==> config.mk <==
export PLATFORM = sky130hd
export DESIGN_NAME = jtag_readback_flat
export DESIGN_NICKNAME = d
export VERILOG_FILES = /design/src/rtl/jtag_dbg_pkg.sv /design/src/rtl/jtag_readback_if.sv /design/src/rtl/rb_fetch.sv /design/src/rtl/jtag_readback.sv /design/src/flat_wrapper.sv
export SDC_FILE = /design/constraint.sdc
export NUM_CORES = 1
export LEC_CHECK = 0
export ABC_AREA = 1
export BUFFER_PORTS_ARGS = -buffer_cell sky130_fd_sc_hd__buf_2
export CAP_MARGIN = 0
export CORE_MARGIN = 2
export CORE_UTILIZATION = 40
export DETAILED_ROUTE_END_ITERATION = 6
export SLEW_MARGIN = 20
export SYNTH_ARGS = -nofsm -noshare
export SYNTH_HDL_FRONTEND = slang
export SYNTH_SLANG_ARGS = --single-unit
==> constraint.sdc <==
create_clock -name clk -period 5.1 [get_ports clk]
set_clock_uncertainty 0.15 [all_clocks]
set_input_delay 0.255 -clock clk [delete_from_list [all_inputs] [get_ports clk]]
set_output_delay 0.255 -clock clk [all_outputs]
set_load 0.01 [all_outputs]
==> src/rtl/jtag_dbg_pkg.sv <==
// Shared JTAG debug-path definitions: IR codes (common with the loader),
// fetch FSM state encoding and the default read address step.
package jtag_dbg_pkg;

    localparam logic [3:0] IR_CTRL   = 4'd0;
    localparam logic [3:0] IR_DATA   = 4'd2;
    localparam logic [3:0] IR_RADDR  = 4'd3;
    localparam logic [3:0] IR_RDATA  = 4'd4;
    localparam logic [3:0] IR_CLRERR = 4'd5;

    localparam int unsigned ADDR_STEP_DEF = 2;

    typedef enum logic {
        IDLE = 1'b0,
        REQ  = 1'b1
    } fetch_state_e;

endpackage

==> src/rtl/jtag_readback_if.sv <==
// Memory read port between the readback block (master) and the memory (slave).
interface jtag_readback_if #(
    parameter int unsigned AW = 32,
    parameter int unsigned DW = 32
) ();

    logic          mem_req;
    logic [AW-1:0] mem_addr;
    logic          mem_ack;
    logic [DW-1:0] mem_rdata;

    modport master (
        output mem_req,
        output mem_addr,
        input  mem_ack,
        input  mem_rdata
    );

    modport slave (
        input  mem_req,
        input  mem_addr,
        output mem_ack,
        output mem_rdata
    );

endinterface

==> src/rtl/rb_fetch.sv <==
// Single-outstanding req/ack fetch engine. A start accepted on the ack cycle
// chains straight into the next request without an idle gap.
module rb_fetch
    import jtag_dbg_pkg::*;
#(
    parameter int unsigned AW = 32,
    parameter int unsigned DW = 32
) (
    input  logic          clk,
    input  logic          reset,
    input  logic          start,
    input  logic [AW-1:0] addr,
    output logic          busy_c,
    output logic          done_c,
    output logic [DW-1:0] data_c,
    jtag_readback_if.master mem
);

    fetch_state_e  state_q, state_d;
    logic          req_q, req_d;
    logic [AW-1:0] addr_q, addr_d;

    always_ff @(posedge clk) begin
        if (reset) begin
            state_q <= IDLE;
            req_q   <= 1'b0;
            addr_q  <= '0;
        end else begin
            state_q <= state_d;
            req_q   <= req_d;
            addr_q  <= addr_d;
        end
    end

    always_comb begin
        state_d = state_q;
        req_d   = req_q;
        addr_d  = addr_q;
        done_c  = 1'b0;
        case (state_q)
            IDLE: begin
                if (start) begin
                    state_d = REQ;
                    req_d   = 1'b1;
                    addr_d  = addr;
                end
            end
            REQ: begin
                if (mem.mem_ack) begin
                    done_c = 1'b1;
                    if (start) begin
                        addr_d = addr;
                    end else begin
                        state_d = IDLE;
                        req_d   = 1'b0;
                    end
                end
            end
            default: begin
                state_d = IDLE;
                req_d   = 1'b0;
            end
        endcase
    end

    assign busy_c       = (state_q == REQ);
    assign data_c       = mem.mem_rdata;
    assign mem.mem_req  = req_q;
    assign mem.mem_addr = addr_q;

endmodule

==> src/rtl/jtag_readback.sv <==
// JTAG readback: decodes synchronized IR updates and prefetches memory words
// with auto-increment so the next DR capture finds data already waiting.
module jtag_readback
    import jtag_dbg_pkg::*;
#(
    parameter int unsigned AW        = 32,
    parameter int unsigned DW        = 32,
    parameter int unsigned ADDR_STEP = ADDR_STEP_DEF
) (
    input  logic          clk,
    input  logic          reset,
    input  logic          upd,
    input  logic [3:0]    upd_ir,
    input  logic [DW-1:0] upd_dr,
    jtag_readback_if.master mem,
    output logic [DW-1:0] rd_data,
    output logic          rd_valid,
    output logic          overrun
);

    logic [AW-1:0] raddr, raddr_d;
    logic          pending;
    logic          discard;
    logic          is_raddr, is_rdata, is_clr, cmd_fetch;
    logic          eff_idle, keep, start;
    logic          busy_c, done_c;
    logic [DW-1:0] data_c;

    rb_fetch #(.AW(AW), .DW(DW)) u_fetch (
        .clk    (clk),
        .reset  (reset),
        .start  (start),
        .addr   (raddr_d),
        .busy_c (busy_c),
        .done_c (done_c),
        .data_c (data_c),
        .mem    (mem)
    );

    // Ack is resolved before the command, so an ack cycle counts as idle.
    always_comb begin
        is_raddr  = upd && (upd_ir == IR_RADDR);
        is_rdata  = upd && (upd_ir == IR_RDATA);
        is_clr    = upd && (upd_ir == IR_CLRERR);
        cmd_fetch = is_raddr || is_rdata;
        eff_idle  = !busy_c || done_c;
        keep      = done_c && !discard;
        raddr_d   = raddr;
        if (keep) begin
            raddr_d = raddr + AW'(ADDR_STEP);
        end
        if (is_raddr) begin
            raddr_d = AW'(upd_dr);
        end
        start = (cmd_fetch && eff_idle) || (pending && !busy_c);
    end

    always_ff @(posedge clk) begin
        if (reset) begin
            raddr    <= '0;
            pending  <= 1'b0;
            discard  <= 1'b0;
            rd_data  <= '0;
            rd_valid <= 1'b0;
            overrun  <= 1'b0;
        end else begin
            raddr <= raddr_d;
            if (keep) begin
                rd_data  <= data_c;
                rd_valid <= 1'b1;
            end
            if (cmd_fetch) begin
                rd_valid <= 1'b0;
            end
            if (start) begin
                pending <= 1'b0;
            end else if (cmd_fetch) begin
                pending <= 1'b1;
            end
            // An address change mid-flight makes the outstanding word stale.
            if (is_raddr && !eff_idle) begin
                discard <= 1'b1;
            end else if (done_c) begin
                discard <= 1'b0;
            end
            if (is_rdata && !eff_idle) begin
                overrun <= 1'b1;
            end else if (is_clr) begin
                overrun <= 1'b0;
            end
        end
    end

endmodule
==> src/flat_wrapper.sv <==
// flat-port wrapper written by rule: the top's interface ports become plain ports
module jtag_readback_flat import jtag_dbg_pkg::*;
#(
    parameter int unsigned AW        = 32,
    parameter int unsigned DW        = 32,
    parameter int unsigned ADDR_STEP = ADDR_STEP_DEF
)
  (clk, reset, upd, upd_ir, upd_dr, rd_data, rd_valid, overrun, mem_mem_req, mem_mem_addr, mem_mem_ack, mem_mem_rdata);
  jtag_readback_if #(.AW(AW), .DW(DW)) mem_i ();
  input  logic clk;
  input  logic reset;
  input  logic upd;
  input  logic [3:0] upd_ir;
  input  logic [DW-1:0] upd_dr;
  output logic [DW-1:0] rd_data;
  output logic rd_valid;
  output logic overrun;
  output wire logic [$bits(mem_i.mem_req)-1:0] mem_mem_req;
  output wire logic [$bits(mem_i.mem_addr)-1:0] mem_mem_addr;
  input wire logic [$bits(mem_i.mem_ack)-1:0] mem_mem_ack;
  input wire logic [$bits(mem_i.mem_rdata)-1:0] mem_mem_rdata;
  assign mem_mem_req = mem_i.mem_req;
  assign mem_mem_addr = mem_i.mem_addr;
  assign mem_i.mem_ack = mem_mem_ack;
  assign mem_i.mem_rdata = mem_mem_rdata;
  jtag_readback #(.AW(AW), .DW(DW), .ADDR_STEP(ADDR_STEP)) u_core (.clk(clk), .reset(reset), .upd(upd), .upd_ir(upd_ir), .upd_dr(upd_dr), .mem(mem_i), .rd_data(rd_data), .rd_valid(rd_valid), .overrun(overrun));
endmodule
==> results of run 1 <==
==> flip-flops by register name (all words and copies together) (netlist names) <==
signal and count:
u_core.discard 1, u_core.overrun 1, u_core.pending 1, u_core.raddr 32
u_core.rd_data 32, u_core.rd_valid 1, u_core.u_fetch.busy_c 1, u_core.u_fetch.mem.mem_addr 32
u_core.u_fetch.mem.mem_req 1
==> placed cells by master, fill, tap and decap left out, drive strengths merged, types with 3 or more instances in the layout <==
cell type    instances
nand3               63
nand2              144
xor2                 4
nand4                6
dlygate4sd3         31
buf                139
or2                  9
xnor2                4
nor2               175
o21ai               49
dfxtp              102
and2                 3
inv                 68
a21oi               27
clkbuf               9
==> cell families (layout without fill, tap and decap cells) <==
| family | after synthesis | count (layout) |
|---|---|---|
| simple gates | 403 | 403 |
| flops | 102 | 102 |
| buf+inv | 93 | 250 |
| compound gates | 85 | 85 |
| xor+xnor | 8 | 8 |
| fa+ha+maj | 1 | 1 |
==> cell type report <==
type	count	area share, %
multi-input cells	497	37.50
flip-flops and latches	102	33.74
repair buffers	170	16.66
inverters	64	3.969
clock buffers	9	3.721
well taps	143	2.956
clock inverters	7	1.447
==> stage by stage <==
stage                     instance area (um2)  setup WS [ps]
after floorplan                          4690           3475
after global placement                   5429           2496
after detailed placement                 5429           2341
after CTS                                6052           2697
after global routing                     6052           2406
final                                    6052           2710
==> tightest hold or removal path: cells and delay by family <==
family,cells,cell delay (ps)
buffers and inverters,1,80
and+or+nand+nor,2,150
==> power breakdown <==
group,internal (uW),switching [uW]
sequential,830,18.6
combinational,85.3,104
clock,393,328
==> how the worst max path moves through the flow <==
| stage | cells after the start | start | end | slack (ps) |
|---|---|---|---|---|
| 2_1_floorplan | 10 | u_core.raddr[1]$_SDFF_PP0_ | u_core.u_fetch.mem.mem_addr[27]$_SDFFE_PP0P_ | 3470 |
| 6_report | 9 | upd_ir[3] | u_core.u_fetch.mem.mem_addr[17]$_SDFFE_PP0P_ | 2710 |
| 3_3_place_gp | 9 | upd_ir[3] | u_core.u_fetch.mem.mem_addr[23]$_SDFFE_PP0P_ | 2500 |
| 3_5_place_dp | 9 | upd_ir[3] | u_core.u_fetch.mem.mem_addr[17]$_SDFFE_PP0P_ | 2340 |
| 5_1_grt | 11 | upd | u_core.u_fetch.mem.mem_addr[25]$_SDFFE_PP0P_ | 2410 |
| 4_1_cts | 9 | upd_ir[3] | u_core.u_fetch.mem.mem_addr[17]$_SDFFE_PP0P_ | 2700 |
==> layer usage <==
metal  GRT usage [%]  part of all wire, %  vias up
li1                -                    -     2485
met5               0                 0.10        -
met1           25.74                   46     2114
met2           33.57                   45      144
met4           6.504                  1.6        2
met3           6.156                  7.4       19
==> repair_timing <==
action                                 in CTS  in global routing
hold buffers                               31                  0
setup buffers                               0                  0
endpoints found under the hold margin      31                  0
==> impl_summary.txt, run 1 <==
----------------------------------------------------
[Clock network]
  Clock H-tree levels ... 3
  # clock sinks ... about 100
  Cell at the root of the clock tree ... sky130_fd_sc_hd__clkbuf_16
  Clock insertion delay at the later pin of the skew report ... 350 ps
  TritonCTS clock tree ... built
  CTS Buffer Depth ... 2
  Clk pin slew, worst setup/hold paths ... ~70 ps
  Number of buffers created by CTS ... 9
  Cells resized by post-CTS repair ... 0

[Hold path]
  Number of cells on the worst hold path ... 3
  Hold worst-path end ... u_core.rd_data[22]$_SDFFE_PP0P_
  Worst hold path startpoint ... mem_mem_rdata[22]
  Path category of the worst min-delay check ... input pin to flip-flop

[Synth]
  Net count after synthesis ... 765
  Synthesized-area fraction occupied by adder cells ... 0.2668%
  Most numerous cell in the Yosys netlist ... sky130_fd_sc_hd__nor2_1
  Main flop type after synthesis ... sky130_fd_sc_hd__dfxtp_1
  Count of warnings emitted by yosys ... 0
  Share of the synthesized area in the top cell type ... 43.54%
  Post-synth design cell area ... 4689 um2
  Post-synthesis share of cell area spent on and, or, nand and nor gates ... 36.93%
  Fraction of the mapped netlist area in compound gates ... 9.712%
  Most area-consuming cells after synthesis ... sky130_fd_sc_hd__dfxtp_1 44%, sky130_fd_sc_hd__nor2_1 13%, sky130_fd_sc_hd__nand2_1 11%
  Main combinational cell family by area after synthesis ... simple AND/OR/NAND/NOR gates
  Post-synthesis xor/xnor area fraction ... 1.494%
  Largest area contributor in the synthesized netlist ... sky130_fd_sc_hd__dfxtp_1
  Gate count of the mapped netlist ... 692
  Fraction of the yosys area taken by sequential cells ... 43.54%
  Avg Inst Size Synth ... 6.777 um2
  Flip-flop and latch count after synthesis ... 102
  Ys async rst share ... 0%
  Top cells by instance count after synthesis ... 163 x sky130_fd_sc_hd__nor2_1, 140 x sky130_fd_sc_hd__nand2_1, 102 x sky130_fd_sc_hd__dfxtp_1
  Number of enable flip-flop cells after synthesis ... 0
  Proportion of synthesized area in mux cells ... 0%
  Post-synth cell types ... 36

[Worst setup path]
  Setup Crit Path Kind ... input pin to flip-flop
  Type of element capturing the critical path ... flip-flop
  Number of buffers and inverters on the critical path ... 3
  RR Endpoint ... u_core.u_fetch.mem.mem_addr[6]$_SDFFE_PP0P_
  Cell-by-cell listing of the critical path ... buf_2, nor2_2, nand2_2, nand2_1, o21ai_2, inv_2, nand3_1, nand2_1, inv_1
  Largest delay share family, worst path ... simple AND/OR/NAND/NOR gates
  Most common cell on crit path ... sky130_fd_sc_hd__nand2_1
  Reg-to-reg setup timing slack ... around 2900 ps
  Worst reg2reg startpoint ... u_core.u_fetch.busy_c$_SDFF_PP0_
  Path depth of the worst reg2reg path ... 10
  Data required, critical path ... between 5000 and 6000 ps
  CP peak stage delay ... 670 ps
  Worst-path cell with the longest stage delay ... sky130_fd_sc_hd__inv_2
  Critical Path Start Type ... input pin
  Arrival time at the worst endpoint ... ~2500 ps
  Highest net fanout along the worst path ... 58

[Status]
  Result of the run ... completed

[Floorplan]
  Die outline height ... 112.3 um
  Effective utilization at floorplan ... 41.07%
  Die ar. ... 12610 um2
  Number of placement rows ... 39
  Area of the core ... 11420 um2
  Horizontal extent of the die ... 112.3 um
  I/O pin cnt ... 139

[Global route]
  Global routing usage summed across all routing layers ... 20.39%
  Largest net degree at the start of global routing ... 59
  Initial antenna violation count ... 1
  First-pass GRT wire length ... 21360 um
  Grt ovf ... 0
  Via count of the first global-routing pass ... around 4.6k

[Finish]
  Net count reported at finish ... between 900 and 1k
  Area used by sequential logic in the layout ... 2042 um2
  Final core occ ... 53.00%
  Footprint of the multi-input gates ... 2270 um2
  Number of standard cells in the final layout excluding fillers ... 992
  Fraction of layout cells with a size suffix above 1 ... 21.79%
  Antenna diode count ... 0
  Synth-to-Final Area Change ... 29.06%
  Number of fill cells in the layout ... between 1k and 1.5k

[Timing]
  Final-report setup violation count ... 0
  Worst relative slew slack ... 37.37%
  Max-slew violation total from the final report ... 0
  Aggregate negative setup slack ... 0 ps
  Post-layout minimum cycle time ... around 2400 ps
  Number of hold violations in the final report ... 0
  Tightest Pin Transition ... 939.5 ps
  Final critical-path share of the clock period ... 46.86%
  Setup repair after global routing missed its margin ... no
  Hold slack ... 17.84 ps
  Achievable clock frequency ... 0.4185 GHz

[Place]
  Quantity of I/O buffers inserted on ports ... 138
  DP Cell Count ... 945
  RD Place Congestion ... 0.9222
  Final HPWL DP ... about 8600 um

[Drt]
  Number of violations reported at the end of detailed-routing iteration 0 ... 230
  Number of optimization iterations in the first detailed-route pass ... 5
  Total number of vias ... 4764
  Count of nets left with antenna violations after detail routing ... 0
  WL final ... 12650 um
  Routed length per instance ... ~13 um
  Via count normalized by instance count ... 4.802
  DRC violations left ... 0

[Power]
  Total power per unit cell area ... roughly 290 nW/um2
  Total leakage power ... 0.002940 uW
  Max IR drop VDD ... 0.1691 mV
  Total power ... 1759 uW

[Flow run]
  Maxcap violations ... 0

----------------------------------------------------
Note: power is estimated with default switching activity, not from simulation.
==> inputs of run 2 (changes only) <==
Settings changed: ABC_AREA 1 to 0, PLACE_DENSITY set to 0.65.
Clock period 5.1 ns to 2.45 ns, I/O delays scaled along.
==> run 2 against run 1 <==
Power grew 82%. Final area fell by 1.3%. Sequential share of layout area grew 0.44 points. Worst setup slack worse by 2500 ps. Register-to-register slack got worse by 2700 ps. Clock-buffer cell count grew 2. Clock power rose by 50%. Global-route usage is 0.091 points lower. Combinational power increased by 100%. Non-clock buffer count rose by 43. Largest power group unchanged.
==> impl_summary.txt, run 2 <==
----------------------------------------------------
[Drt]
  Total number of vias ... 4131 (-13%)
  WL final ... 11970 um (-5.4%)
  DRC violations left ... 0 (unchanged)
  Routed length per instance ... 14.76 um (+16%)
  Count of nets left with antenna violations after detail routing ... 0 (unchanged)
  Number of violations reported at the end of detailed-routing iteration 0 ... 265 (+15%)
  Via count normalized by instance count ... 5.094 (+6.1%)
  Number of optimization iterations in the first detailed-route pass ... 4 (-1)

[Clock network]
  # clock sinks ... 102 (unchanged)
  Number of buffers created by CTS ... 9 (unchanged)
  Clock insertion delay at the later pin of the skew report ... 360 ps (about the same)
  CTS Buffer Depth ... 2 (unchanged)
  Setup Buffers After CTS ... 0 (unchanged)
  Clock H-tree levels ... 3 (unchanged)
  TritonCTS clock tree ... built
  Cell at the root of the clock tree ... sky130_fd_sc_hd__clkbuf_8
  Clk pin slew, worst setup/hold paths ... 100 ps (+30 ps)

[Finish]
  Net count reported at finish ... 743 (-19%)
  Fraction of layout cells with a size suffix above 1 ... 29.19% (+7.4 points)
  Most frequent cells in the layout ... 138 x sky130_fd_sc_hd__buf_2, 102 x sky130_fd_sc_hd__dfxtp_1, 83 x sky130_fd_sc_hd__nand2_1
  Number of standard cells in the final layout excluding fillers ... 811 (-18%)
  Antenna diode count ... 0 (unchanged)
  Post-route standard cell area excluding fillers ... 5974 um2 (-1.3%)
  Synth-to-Final Area Change ... 39.05%
  Most common cell after layout, fill and taps aside ... sky130_fd_sc_hd__buf_2

[Synth]
  Post-synth design cell area ... 4297 um2 (-8.4%)
  Most area-consuming cells after synthesis ... sky130_fd_sc_hd__dfxtp_1 48%, sky130_fd_sc_hd__nand2_1 7.3%, sky130_fd_sc_hd__a21oi_1 5.0%
  Main flop type after synthesis ... sky130_fd_sc_hd__dfxtp_1
  Post-synthesis share of cell area spent on and, or, nand and nor gates ... 23.30% (-14 points)
  Synthesized-area fraction occupied by adder cells ... 0.2912% (+0.024 points)
  Fraction of the yosys area taken by sequential cells ... 47.52% (+4.0 points)
  Largest area contributor in the synthesized netlist ... sky130_fd_sc_hd__dfxtp_1
  Net count after synthesis ... 552 (-28%)
  Flip-flop and latch count after synthesis ... 102 (unchanged)
  Most numerous cell in the Yosys netlist ... sky130_fd_sc_hd__dfxtp_1
  Count of warnings emitted by yosys ... 0 (unchanged)
  Avg Inst Size Synth ... 8.970 um2 (+32%)
  Post-synthesis xor/xnor area fraction ... 5.911% (+4.4 points)
  Fraction of the mapped netlist area in compound gates ... 18.46% (+8.8 points)
  Share of the synthesized area in the top cell type ... 47.52% (+4.0 points)
  Ys async rst share ... 0% (unchanged)
  Post-synth cell types ... 49 (+36%)
  Number of enable flip-flop cells after synthesis ... 0 (unchanged)
  Main combinational cell family by area after synthesis ... simple AND/OR/NAND/NOR gates
  Gate count of the mapped netlist ... 479 (-31%)
  Top cells by instance count after synthesis ... 102 x sky130_fd_sc_hd__dfxtp_1, 84 x sky130_fd_sc_hd__nand2_1, 45 x sky130_fd_sc_hd__nor2_1
  Proportion of synthesized area in mux cells ... 0.4659% (+0.47 points)

[Global route]
  Grt ovf ... 0 (unchanged)
  Initial antenna violation count ... 0 (-1)
  Largest net degree at the start of global routing ... 38 (-36%)
  Via count of the first global-routing pass ... 3912 (-15%)
  First-pass GRT wire length ... 18610 um (-13%)
  Global routing usage summed across all routing layers ... 20.30% (-0.091 points)

[Hold path]
  Worst hold path startpoint ... upd_dr[6]
  Path category of the worst min-delay check ... input pin to flip-flop
  Hold worst-path end ... u_core.raddr[6]$_SDFF_PP0_
  Number of cells on the worst hold path ... 3 (unchanged)

[Timing]
  Tightest Pin Transition ... 598.6 ps (-340.9 ps)
  Achievable clock frequency ... approximately 0.45 GHz
  Final-report setup violation count ... 0 (unchanged)
  Post-layout minimum cycle time ... 2208 ps
  Setup repair after global routing missed its margin ... no
  Max-slew violation total from the final report ... 0 (unchanged)
  Worst relative slew slack ... 60.05% (+23 points)
  Number of hold violations in the final report ... 0 (unchanged)
  Final critical-path share of the clock period ... 90.11%
  Aggregate negative setup slack ... 0 ps (unchanged)

[Place]
  Total placed instance area ... 5111 um2 (-5.9%)
  RD Place Congestion ... 0.7807 (-15%)
  Quantity of I/O buffers inserted on ports ... 138 (unchanged)
  DP Cell Count ... 729 (-23%)
  Final HPWL DP ... 7914 um (-7.9%)

[Floorplan]
  Die ar. ... 11590 um2 (-8.1%)
  Number of placement rows ... 37 (-5.1%)
  Die outline height ... 107.6 um (-4.1%)
  Effective utilization at floorplan ... 41.43% (+0.36 points)
  Area of the core ... 10370 um2 (-9.2%)
  Horizontal extent of the die ... 107.6 um (-4.1%)
  I/O pin cnt ... 139 (unchanged)

[Worst setup path]
  Path depth of the worst reg2reg path ... 7 (-3)
  Type of element capturing the critical path ... flip-flop
  Setup Crit Path Kind ... flip-flop to flip-flop
  Arrival time at the worst endpoint ... 2350 ps (-140 ps)
  Reg-to-reg setup timing slack ... 240 ps (-2670 ps)
  RR Endpoint ... u_core.u_fetch.mem.mem_addr[29]$_SDFFE_PP0P_
  Worst reg2reg startpoint ... u_core.raddr[1]$_SDFF_PP0_
  Highest net fanout along the worst path ... 8 (-86%)
  Data required, critical path ... 2600 ps (-2600 ps)
  Critical Path Start Type ... flip-flop

[Status]
  Result of the run ... completed

[Power]
  Max IR drop VDD ... 0.3232 mV (+91%)
  Total power per unit cell area ... 535.7 nW/um2 (+84%)
  Total leakage power ... 0.002598 uW (-12%)

[Flow run]
  Maxcap violations ... 0 (unchanged)

----------------------------------------------------
## run 2: power by group
part | switching, uW | internal (uW)
sequential | 33.9 | 1710
combinational | 188 | 195
clock | 575 | 501
## run 2: metrics by stage
stage	hold WS (ps)	setup WS (ps)	power, uW	util [%]
2_1_floorplan	69.48	536.2	1937	-
3_3_place_gp	184.7	307.9	2072	49.29
3_5_place_dp	191.2	261.9	2079	49.29
4_1_cts	3.666	129.7	3222	57.59
5_1_grt	26.32	31.26	3334	57.61
6_report	22.36	242.2	3200	57.61
## run 2: routing by layer
metal | wire length (um) | vias to the layer above | track usage [%]
met5 | 0 | - | 0
met4 | 308 | 0 | 8.333
met3 | 605 | 23 | 4.419
met2 | 5770 | 123 | 33.78
met1 | 5287 | 1930 | 25.41
li1 | - | 2055 | -
## run 2: worst max path at each step
stage	start	slack, ps	end	depth (start not counted)
after global routing	u_core.raddr[8]$_SDFF_PP0_	30	u_core.u_fetch.mem.mem_addr[29]$_SDFFE_PP0P_	6
after detailed placement	u_core.raddr[1]$_SDFF_PP0_	260	u_core.u_fetch.mem.mem_addr[29]$_SDFFE_PP0P_	7
after CTS	upd_ir[0]	130	u_core.u_fetch.mem.mem_addr[14]$_SDFFE_PP0P_	8
after floorplan	u_core.raddr[1]$_SDFF_PP0_	540	u_core.u_fetch.mem.mem_addr[29]$_SDFFE_PP0P_	7
after global placement	u_core.raddr[1]$_SDFF_PP0_	310	u_core.u_fetch.mem.mem_addr[29]$_SDFFE_PP0P_	7
final	u_core.raddr[1]$_SDFF_PP0_	240	u_core.u_fetch.mem.mem_addr[29]$_SDFFE_PP0P_	7
## run 2: what timing repair did
action,in CTS,in global routing
hold buffers,66,0
hold endpoints to repair,72,0
endpoints found under the setup margin,0,14
resized for setup,0,1
## run 2: cell type report
class	count	area, um2
Fill cell	949	4395
Multi-Input combinational cell	338	2096
Sequential cell	102	2042
Timing Repair Buffer	213	1444
Tap cell	136	170.2
Clock buffer	11	141.4
Clock inverter	5	58.81
Inverter	6	22.52
## run 2: logic make-up (layout without fill, tap and decap cells)
kind of cell / Yosys count / after routing
AND/OR/NAND/NOR: 204 / 204
AO/OA/AOI/OAI: 102 / 102
flip-flops: 102 / 102
buffers and inverters: 39 / 235
XOR/XNOR: 29 / 29
multiplexers: 2 / 2
adder cells (fa/ha/maj): 1 / 1
## run 2: worst max-delay path, cell delays in order (launching register included)
cell and delay [ps]:
sky130_fd_sc_hd__dfxtp_1 400, sky130_fd_sc_hd__ha_1 190, sky130_fd_sc_hd__nand3_1 250, sky130_fd_sc_hd__nor2_2 400
sky130_fd_sc_hd__nand4_1 160, sky130_fd_sc_hd__xor2_1 190, sky130_fd_sc_hd__a211o_1 290, sky130_fd_sc_hd__a21oi_1 110
==> inputs of run 3 (changes only) <==
Settings changed: ABC_AREA 0 to 1, PLACE_DENSITY 0.65 to unset.
==> run 3 against run 2 <==
Sequential power barely moved. Cell count grew 27%. Critical path depth grew 6. Combinational power is 17% higher. Via count is 18% higher. Critical path type is now input pin to flip-flop. Largest power group unchanged. Highest routed layer unchanged.
==> impl_summary.txt, run 3 (synthesis results as in run 1) <==
----------------------------------------------------
[Hold path]
  Path category of the worst min-delay check ... input pin to flip-flop

[Floorplan]
  Die outline height ... 112.3 um (+4.3%)
  Die ar. ... 12610 um2 (+8.8%)
  I/O pin cnt ... 139 (unchanged)
  Number of placement rows ... 39 (+5.4%)
  Effective utilization at floorplan ... 41.07% (-0.36 points)
  Horizontal extent of the die ... 112.3 um (+4.3%)
  Area of the core ... 11420 um2 (+10%)

[Timing]
  Tightest Pin Transition ... 669.7 ps (+71.13 ps)
  Max-slew violation total from the final report ... 0 (unchanged)
  Number of hold violations in the final report ... 0 (unchanged)
  Aggregate negative setup slack ... 0 ps (unchanged)
  Setup repair after global routing missed its margin ... no
  Final critical-path share of the clock period ... 82.36% (-7.8 points)
  Hold slack ... 19.41 ps (-2.946 ps)
  Post-layout minimum cycle time ... 2018 ps (-190.0 ps)
  Achievable clock frequency ... 0.4956 GHz (+9.4%)
  Worst relative slew slack ... 55.30% (-4.7 points)
  Final-report setup violation count ... 0 (unchanged)

[Clock network]
  Cell at the root of the clock tree ... sky130_fd_sc_hd__clkbuf_16
  Clock insertion delay at the later pin of the skew report ... 360 ps (about the same)
  CTS Buffer Depth ... 2 (unchanged)
  TritonCTS clock tree ... built
  # clock sinks ... 102 (unchanged)
  Number of buffers created by CTS ... 9 (unchanged)
  Clk pin slew, worst setup/hold paths ... 60 ps (-40 ps)
  Cells resized by post-CTS repair ... 0 (unchanged)
  Clock H-tree levels ... 3 (unchanged)

[Worst setup path]
  Number of buffers and inverters on the critical path ... 5 (+5)
  Cell-by-cell listing of the critical path ... dlygate4sd3_1, buf_2, nand2_1, nor2_1, nand2_2, nand2_1, o21ai_2, inv_2, buf_12, nor2_1, nor2_1, o21ai_1, inv_1
  Highest net fanout along the worst path ... 39 (+31)
  Most common cell on crit path ... sky130_fd_sc_hd__nor2_1
  Data required, critical path ... 2550 ps (-50 ps)
  Arrival time at the worst endpoint ... 2120 ps (-230 ps)
  Type of element capturing the critical path ... flip-flop
  Largest delay share family, worst path ... buffers and inverters
  Critical Path Start Type ... input pin
  Setup Crit Path Kind ... input pin to flip-flop
  CP peak stage delay ... 550 ps (+150 ps)
  Worst-path cell with the longest stage delay ... sky130_fd_sc_hd__dlygate4sd3_1

[Finish]
  Post-route standard cell area excluding fillers ... 6444 um2 (+7.9%)
  Synth-to-Final Area Change ... 37.41%
  Most frequent cells in the layout ... 163 x sky130_fd_sc_hd__nor2_1, 140 x sky130_fd_sc_hd__nand2_1, 138 x sky130_fd_sc_hd__buf_2
  Area used by sequential logic in the layout ... 2042 um2 (unchanged)
  Fraction of layout cells with a size suffix above 1 ... 21.21% (-8.0 points)
  Footprint of the multi-input gates ... 2270 um2 (+8.3%)
  Final core occ ... 56.43% (-1.2 points)
  Net count reported at finish ... 959 (+29%)
  Most common cell after layout, fill and taps aside ... sky130_fd_sc_hd__nor2_1
  Antenna diode count ... 0 (unchanged)
  Number of fill cells in the layout ... 1118 (+18%)

[Drt]
  Via count normalized by instance count ... 4.696 (-7.8%)
  Total number of vias ... 4856 (+18%)
  DRC violations left ... 0 (unchanged)
  WL final ... 13160 um (+9.9%)
  Number of violations reported at the end of detailed-routing iteration 0 ... 253 (-4.5%)
  Number of optimization iterations in the first detailed-route pass ... 5 (+1)
  Count of nets left with antenna violations after detail routing ... 0 (unchanged)
  Routed length per instance ... 12.73 um (-14%)

[Place]
  Total placed instance area ... 5487 um2 (+7.3%)
  Final HPWL DP ... 8862 um (+12%)
  RD Place Congestion ... 0.8846 (+13%)
  Quantity of I/O buffers inserted on ports ... 138 (unchanged)

[Global route]
  Global routing usage summed across all routing layers ... 21.82% (+1.5 points)
  First-pass GRT wire length ... 22520 um (+21%)
  Grt ovf ... 0 (unchanged)
  Via count of the first global-routing pass ... 4888 (+25%)
  Initial antenna violation count ... 0 (unchanged)
  Largest net degree at the start of global routing ... 57 (+50%)

[Power]
  Total leakage power ... 0.003106 uW (+20%)
  Total power ... 3604 uW (+13%)
  Total power per unit cell area ... 559.2 nW/um2 (+4.4%)
  Max IR drop VDD ... 0.4766 mV (+47%)

[Status]
  Result of the run ... completed

[Flow run]
  Maxcap violations ... 0 (unchanged)

----------------------------------------------------
-- run 3: changes by cell type in the layout (fill, tap and decap cells not counted), moves of 9 or more --
cell / before / now
sky130_fd_sc_hd__nand3_1: 15 / 61
sky130_fd_sc_hd__a211oi_1: 13 / 1
sky130_fd_sc_hd__nor3_1: 13 / 2
sky130_fd_sc_hd__xnor2_1: 19 / 4
sky130_fd_sc_hd__o21ai_0: 1 / 44
sky130_fd_sc_hd__a21oi_1: 42 / 27
sky130_fd_sc_hd__nor2_1: 44 / 163
sky130_fd_sc_hd__o22a_1: 14 / 2
sky130_fd_sc_hd__nand4_1: 15 / 6
sky130_fd_sc_hd__nand2_1: 83 / 140
sky130_fd_sc_hd__inv_1: 6 / 63
sky130_fd_sc_hd__clkbuf_16: 0 / 9
-- run 3: area by class of cell --
cell class              instances  area share [%]
clock buffers                  12           3.981
clock inverters                 4          0.4660
inverters                      64           3.728
multi-input cells             497           35.22
flip-flops and latches        102           31.69
well taps                     143           2.777
repair buffers                212           22.14
-- run 3: timing repair --
| item | CTS | global route |
|---|---|---|
| hold buffers | 67 | 0 |
| endpoints found under the hold margin | 92 | 0 |
| setup buffers | 0 | 0 |
-- run 3: power breakdown --
| part | switching, uW | total, uW | internal (uW) |
|---|---|---|---|
| combinational | 227 | 447 | 220 |
| clock | 640 | 1390 | 749 |
| sequential | 39.1 | 1770 | 1730 |
| total | 907 | 3600 | 2700 |
-- run 3: layer usage --
layer  vias to the layer above  part of all wire, %  GRT usage [%]
met1                      2147                   46          27.73
met4                         0                  1.2          5.285
met5                         -                    0              0
met2                       127                   46          35.78
met3                        12                  6.5          7.613
li1                       2570                    -              -
-- run 3: worst register-to-register path, delay by kind of cell (launching register included) --
kind / cells / cell delay, ps
and+or+nand+nor: 6 / 1000
DFF: 1 / 370
buffers and inverters: 2 / 120
AOI/OAI and AO/OA: 1 / 120
-- run 3: worst paths after layout --
path	cells past startpoint	slack, ps	from	end
worst min-delay path	5	20	upd_dr[1]	u_core.raddr[1]$_SDFF_PP0_
worst max-delay path	13	430	upd_ir[0]	u_core.u_fetch.mem.mem_addr[14]$_SDFFE_PP0P_
worst max register to register	9	590	u_core.raddr[1]$_SDFF_PP0_	u_core.u_fetch.mem.mem_addr[14]$_SDFFE_PP0P_
worst min register to register	2	310	u_core.u_fetch.mem.mem_addr[30]$_SDFFE_PP0P_	u_core.u_fetch.mem.mem_addr[30]$_SDFFE_PP0P_
-- run 3: through the flow --
step | instances | setup WS (ps)
final | 1034 | 432.2
after CTS | 1034 | 505.9
after floorplan | 692 | 824.9
after detailed placement | 951 | 595.1
after global placement | 951 | 575.9
after global routing | 1034 | 280.9
